[src/rtl/store_buffer.sv]
// Store buffer between the MEM stage and a single-port data memory: queues word
// stores, drains one per cycle, and arbitrates the port against loads.
// Build option: define STBUF_FWD_EN to forward buffered data to loads; otherwise
// a load that hits the buffer stalls until the matching stores have drained.
module store_buffer #(
  parameter int DEPTH = 4,
  parameter int AW    = 32,
  parameter int DW    = 32
) (
  input  logic          Clk,
  input  logic          Rst_n,
  input  logic          Run,
  input  logic          st_valid,
  output logic          st_ready,
  input  logic [AW-1:0] st_addr,
  input  logic [DW-1:0] st_data,
  input  logic          ld_valid,
  input  logic [AW-1:0] ld_addr,
  output logic [DW-1:0] ld_data,
  output logic          ld_stall,
  input  logic [DW-1:0] mem_rdata,
  output logic          MemWr,
  output logic [AW-1:0] Addr,
  output logic [DW-1:0] mem_wdata,
  output logic          empty
);

  localparam int PW = $clog2(DEPTH);
  localparam int CW = PW + 1;

  // Store handshake: a store transfers on a posedge where st_valid && st_ready.
  // st_ready depends only on Run and fullness, never on st_valid.

  logic [PW-1:0] head;
  logic [PW-1:0] tail;
  logic [CW-1:0] count;
  logic [DEPTH-1:0] vld;
  logic [AW-1:0] ent_addr [DEPTH];
  logic [DW-1:0] ent_data [DEPTH];

  logic full;
  logic ld_hit;
  logic ld_block;
  logic do_enq;
  logic do_drain;
`ifdef STBUF_FWD_EN
  logic [DW-1:0] fwd_data;
`endif

  assign full     = (count == CW'(DEPTH));
  assign empty    = (count == '0);
  assign st_ready = Run & ~full;
  assign do_enq   = st_valid & st_ready;

  // Valid entries are contiguous from head, so scanning head..head+DEPTH-1 and
  // keeping the last hit yields the youngest matching store.
  always_comb begin
    logic [PW-1:0] idx;
    idx    = '0;
    ld_hit = 1'b0;
`ifdef STBUF_FWD_EN
    fwd_data = '0;
`endif
    for (int i = 0; i < DEPTH; i++) begin
      idx = head + PW'(i);
      if (vld[idx] && (ent_addr[idx] == ld_addr)) begin
        ld_hit = 1'b1;
`ifdef STBUF_FWD_EN
        fwd_data = ent_data[idx];
`endif
      end
    end
  end

`ifdef STBUF_FWD_EN
  assign ld_block = 1'b0;
  assign ld_data  = (Run && ld_valid && ld_hit) ? fwd_data : mem_rdata;
`else
  // Without forwarding, a hit keeps draining until the address leaves the buffer.
  assign ld_block = ld_hit;
  assign ld_data  = mem_rdata;
`endif

  assign do_drain  = Run & (full | (ld_valid ? ld_block : ~empty));
  assign ld_stall  = Run & ld_valid & (full | ld_block);
  assign MemWr     = do_drain;
  assign Addr      = do_drain ? ent_addr[head] : ld_addr;
  assign mem_wdata = do_drain ? ent_data[head] : '0;

  always_ff @(posedge Clk or negedge Rst_n) begin
    if (!Rst_n) begin
      head  <= '0;
      tail  <= '0;
      count <= '0;
      vld   <= '0;
    end else begin
      if (do_drain) begin
        vld[head] <= 1'b0;
        head      <= head + PW'(1);
      end
      if (do_enq) begin
        vld[tail] <= 1'b1;
        tail      <= tail + PW'(1);
      end
      case ({do_enq, do_drain})
        2'b10:   count <= count + CW'(1);
        2'b01:   count <= count - CW'(1);
        default: count <= count;
      endcase
    end
  end

  // Entry payload needs no reset: vld gates every use of it.
  always_ff @(posedge Clk) begin
    if (do_enq) begin
      ent_addr[tail] <= st_addr;
      ent_data[tail] <= st_data;
    end
  end

endmodule

[config.mk]
export PLATFORM = sky130hd
export DESIGN_NAME = store_buffer
export DESIGN_NICKNAME = d
export VERILOG_FILES = /design/src/rtl/store_buffer.sv
export SDC_FILE = /design/constraint.sdc
export NUM_CORES = 1
export LEC_CHECK = 0
export CORE_MARGIN = 8
export CORE_UTILIZATION = 42
export CTS_BUF_LIST = sky130_fd_sc_hd__clkbuf_8
export CTS_CLUSTER_SIZE = 16
export DETAILED_ROUTE_END_ITERATION = 10
export MAX_ROUTING_LAYER = met4
export REMOVE_ABC_BUFFERS = 1
export SLEW_MARGIN = 20
export SYNTH_ARGS = -nofsm -noshare
export SYNTH_HDL_FRONTEND = slang
export SYNTH_SLANG_ARGS = --single-unit
export TNS_END_PERCENT = 50
[constraint.sdc]
create_clock -name Clk -period 7.35 [get_ports Clk]
set_clock_uncertainty 0.2 [all_clocks]
set_input_delay 1.47 -clock Clk [delete_from_list [all_inputs] [get_ports Clk]]
set_output_delay 1.47 -clock Clk [all_outputs]
set_load 0.03 [all_outputs]
# --- Word-level counts from Yosys, hierarchy flattened ---
# Memories as Yosys holds them, arrays and structs flattened.
# Index checks and enable logic that the tools add are counted.
totals:
  register_bits: 11
  ramBits: 256
  in_bits: 133
  out_inout_bits: 100
  wordCells: 70
  mem_count: 2
mem_list:
  columns: ["memory", "depth", "word_bits", "rd", "rd_clocked_by_memory_dff", "write_ports", "line_no", "text"]
  rows:
  - ["ent_addr", 4, 32, 4, 0, 1, "38", "logic [AW-1:0] ent_addr [DEPTH];"]
  - ["ent_data", 4, 32, 1, 0, 1, "39", "logic [DW-1:0] ent_data [DEPTH];"]
op_classes:
  addsub: 6
  order_cmp: 7
  eq_ne: 7
  muxes: 24
  n_bitwise: 12
  reduce_logical: 8
ops:
  columns: ["operator", "n"]
  rows:
  - ["$eq 32x32->1", 4]
  - ["$mux 32", 2]
  - ["$lt 2x3->1 const B", 5]
  - ["$mux 1", 13]
  - ["$bmux 1 s2", 4]
  - ["$mux 4", 2]
  - ["$logic_and 1x1->1", 6]
  - ["$pmux 3 s2", 1]
  - ["$and 1x1->1", 5]
  - ["$add 2x1->2 const B", 2]
  - ["$add 2x2->2 const B", 2]
  - ["$and 4x4->4", 1]
  - ["$demux 1 s2", 2]
  - ["$ge 2x1->1 const B", 2]
  - ["$not 4->4", 1]
  - ["$or 4x4->4", 1]
  - ["$add 3x1->3 const B", 1]
  - ["$eq 3x3->1 const B", 1]
  - ["$logic_not 3->1", 1]
  - ["$sub 3x1->3 const B", 1]
  - ["$eq 2x1->1 const B", 1]
  - ["$eq 2x2->1 const B", 1]
  - ["$not 1->1", 2]
  - ["$or 1x1->1", 2]
  - ["$reduce_bool 2->1", 1]

# --- Logic depth before layout (Yosys ltp) ---
depth:
  word_depth: 13
  depth_mapped: 26
  mapped_depth_nobuf: 16

# --- Least setup slack after synthesis ---
# OpenSTA, ideal clock, no wires.
synth_timing:
  kind: "reg2out"
  start: "register head[0]"
  end: "output Addr[0]"
  arrival_ns: 5.112
  required_time_ns: 5.680
  path_slack_ns: 0.568
  path_stages_with_launch: 21
  n_path_buf: 10
  cell_sequence: "dfrtp_1 -> buf_4 -> buf_6 -> clkinv_1 -> clkbuf_1 -> clkbuf_1 -> ha_1 -> buf_4 -> buf_4 -> buf_4 -> buf_2 -> mux4_2 -> xnor2_1 -> nand4_1 -> nor3_1 -> nand3_1 -> o41a_1 -> buf_2 -> nand2_2 -> buf_4 -> o311ai_0"
synth_between:
  elab_chain_len: 11
  word_cells_on_any_way: 28
synth_rtl:
  columns: ["item", "line_no", "text"]
  rows:
  - ["start, declared", "34", "logic [PW-1:0] head;"]
  - ["start signal, assigned", "99", "head <= head + PW'(1);"]
  - ["$add 2x1->2, or another cell as far along", "65", "idx = head + PW'(i);"]
  - ["$mem_v2 4x32, or another cell as far along", null, null]
  - ["$eq 32x32->1, or another cell as far along", "66", "if (vld[idx] && (ent_addr[idx] == ld_addr)) begin"]
  - ["$logic_and 1x1->1 or $mux 1 (tied branches)", "66", null]
  - ["$mux 1 (3 in series)", "66", null]
  - ["$mux 1", "84", "assign do_drain = Run & (full | (ld_valid ? ld_block : ~empty));"]
  - ["$or 1x1->1", "84", null]
  - ["$and 1x1->1", "84", null]
  - ["$mux 32 (*)", "87", "assign Addr = do_drain ? ent_addr[head] : ld_addr;"]
  - ["end, declared", "23", "output logic [AW-1:0] Addr,"]
# Mark *: on every way between the ends. The rest lies on a longest branch, timed or not. The select of a mux whose other input is x is not followed.

# --- Final worst setup path ---
layout_timing:
  start: "register head[0]"
  end: "output Addr[28]"
# The elaborated chain is that of the path after synthesis.

==> flow_summary.ini <==
[final_layout]
design_area_um2 = 19300
seqCellArea_um2 = 7970
layout.cells.non_filler = 1881
layout_common_cells = 256 x edfxtp_1, 136 x mux4_2, 121 x buf_4
area_growth_pct = 18.5
multi_input_area_um2 = 7470
final_common_cell = edfxtp_1
post-route-util_pct = 50.2
drive_gt1_share_pct = 26.6
fill_cells = 3353
fin_nets = 1462

[clock_tree]
clk-insertion-delay-late_ns = 0.58
cts_inserted_buffers = 46
cts_max_level = 2
clockBufferDepth = 3
clkSinkCount = 267
cts_tree = done
ctsHoldBuffers = 0
cts_root_buf = clkbuf_8
path_clk_slew_ns = 0.06

[setup_path]
setup.worst_path.end_class = output pin
crit_buf_inv = 5
worst_r2r_path_depth = 19
crit_cells = 14
r2r_slack_ns = 1.60
crit_chain = clkinv_1 -> ha_4 -> buf_12 -> buf_12 -> mux4_2 -> xnor2_1 -> nand4_1 -> nor4_1 -> nand3_1 -> o41a_1 -> nand2_2 -> buf_4 -> o311ai_0 -> buf_4
cp.required_ns = 5.68
crit_path_max_fanout = 18
r2r-end = count[2]$_DFFE_PN0P_
cp-start-kind = flip-flop
r2r-start = head[0]$_DFFE_PN0N_
cp.arrival_ns = 5.32
critPathSlowestCell = dfrtp_4
crit_family = simple AND/OR/NAND/NOR gates
max_stage_delay_ns = 0.65
path_class = flip-flop to output pin

[synthesis]
synth_edf_count = 256
yosysUniqueCellTypes = 68
synth_flop_cell = edfxtp_1
yosysWarningCount = 0
synthArstFlopShare_pct = 4.12
yosysTopAreaCell = edfxtp_1
syn_avg_cell_area_um2 = 13.8
syn-cell-area_um2 = 16300
ys_ff_latch = 267
synth_top_area_share_pct = 47.2
ys_seq_area_share_pct = 48.8
synth_area_leaders = edfxtp_1 47%, mux4_2 19%, xnor2_1 6.0%
syn_inst = 1185

[status]
status = completed

[routing]
vias = 11600
drt-pass1-iter-count = 6
wl_mm = 50.9
drc = 0
routedWlPerCell_um = 27.1
initialDrtViolationCount = 1082
ant_nets = 0
detail_route.vias_per_cell = 6.15

[hold_path]
hold_path_depth = 1
min_to = count[2]$_DFFE_PN0P_
holdCritPathClass = flip-flop to flip-flop
min-delay-start = count[2]$_DFFE_PN0P_

[floorplan]
die_y_um = 213
io_pins = 233
start_util_pct = 42.4
floorplan.rows = 72
design.die.area_um2 = 45400
core-area_um2 = 38500
die_w_um = 213

[timing]
finalHoldViolCount = 0
rsz0062_at_grt = false
setup_violations = 0
min_period_over_period_pct = 95.1
max_freq_ghz = 0.143
maxSlewViolCount = 0
finalCriticalPeriod_ns = 6.99
max-slew-margin-rel_pct = 34.8
fin_hold_ws_ns = 0.316
max_slew.worst_pin.slew_ns = 0.978

[power_and_ir_drop]
power_density_nw_per_um2 = 381
total_power_mw = 7.36
p_leak_nw = 6.54
max-vdd-ir-drop_mv = 0.240

[job]
maxCapViolCount = 0

[place]
place_inst = 1788
dp_hpwl_mm = 35.3
placed_area_um2 = 18400
gp_congestion = 0.903
portBuffers = 168

[global_routing]
grt_pass1_vias = 11800
grt_pass1_wl_mm = 75.0
globalRouteOverflowTotal = 0
antenna_found_initial = 6
grtUsageTotal_pct = 22.7
grt_max_degree = 127
==> where the power goes <==
part	switching (mW)	total (mW)	internal, mW
logic	2.20	4.04	1.84
clock network	0.610	1.33	0.723
registers	0.122	1.99	1.87
total	2.94	7.36	4.43
==> per-stage QoR <==
stage	setup TNS (ns)	worst slack, ns
2_1_floorplan	-668.12	-9.59
3_3_place_gp	0	0.297
3_5_place_dp	0	0.225
4_1_cts	0	0.388
5_1_grt	0	0.142
6_report	0	0.359
==> layer usage <==
layer | vias up | track usage (%) | routed length, um
li1 | 5025 | - | -
met1 | 5891 | 28.9 | 20900
met2 | 557 | 35.2 | 23700
met3 | 100 | 5.99 | 4680
met4 | 0 | 7.21 | 1540
met5 | - | - | 0
==> synthesized netlist by cell type, types with 5 or more instances <==
library cell,instances
edfxtp_1,256
mux4_2,136
xnor2_1,111
nand2_1,68
clkbuf_1,59
a21oi_1,53
mux2i_1,52
buf_4,46
inv_1,38
nor3_1,31
a221oi_1,30
o211ai_1,30
buf_2,29
nand4_1,21
o311ai_0,20
o21ai_0,19
nor2_1,15
nand3_1,14
mux2_2,12
dfrtp_1,11
o311ai_1,11
buf_1,10
ha_1,9
o2111ai_1,8
and3_1,7
a22oi_1,5
nand2b_1,5
nor4_1,5
o21bai_1,5
==> what timing repair did <==
action,in CTS,in global routing
endpoints found under the setup margin,4,0
gates resized for setup,0,0
buffers inserted,1,0
==> registers in the layout, summed over array words and instances (netlist names) <==
signal    flops
vld           4
tail          2
count         3
ent_data    128
head          2
ent_addr    128
==> worst reg2reg max path: stages, from the launching register on <==
cell	delay, ns
dfrtp_4	0.65
clkinv_1	0.21
ha_4	0.33
buf_12	0.16
buf_12	0.20
mux4_2	0.53
xnor2_1	0.36
nand4_1	0.21
nor4_1	0.52
nand3_1	0.24
o41ai_4	0.14
o21ai_2	0.13
buf_4	0.29
a21oi_1	0.39
ha_1	0.25
inv_1	0.06
fa_1	0.37
xor2_1	0.15
nor2_1	0.11
xor2_1	0.15
==> cell type report <==
| class | count | share of cell area (%) |
|---|---|---|
| Tap cell | 518 | 3.36 |
| Sequential cell | 267 | 41.3 |
| Clock inverter | 35 | 1.17 |
| Inverter | 42 | 0.816 |
| Timing Repair Buffer | 234 | 11.1 |
| Multi-Input combinational cell | 728 | 38.7 |
| Antenna cell | 8 | 0.104 |
| Clock buffer | 49 | 3.49 |
==> worst max-delay path by stage <==
stage | slack (ns) | from | end
global placement | 0.30 | ld_addr[15] | Addr[31]
floorplan | -9.59 | head[0]$_DFFE_PN0N_ | MemWr
global route | 0.14 | head[0]$_DFFE_PN0N_ | Addr[28]
detailed placement | 0.22 | ld_addr[15] | Addr[9]
finish | 0.36 | head[0]$_DFFE_PN0N_ | Addr[28]
CTS | 0.39 | head[0]$_DFFE_PN0N_ | Addr[28]
==> kinds of logic (layout without fill, tap and decap cells) <==
logic type	after synthesis	in the layout	synth area share, %
flops	267	267	48.8
compound gates	222	222	10.2
mux	200	200	22.8
buf+inv	190	360	5.80
simple gates	182	182	5.43
xor+xnor	114	114	6.12
fa+ha+maj	10	10	0.814
other cells	0	8	0
Note: power is estimated with default switching activity, not from simulation.
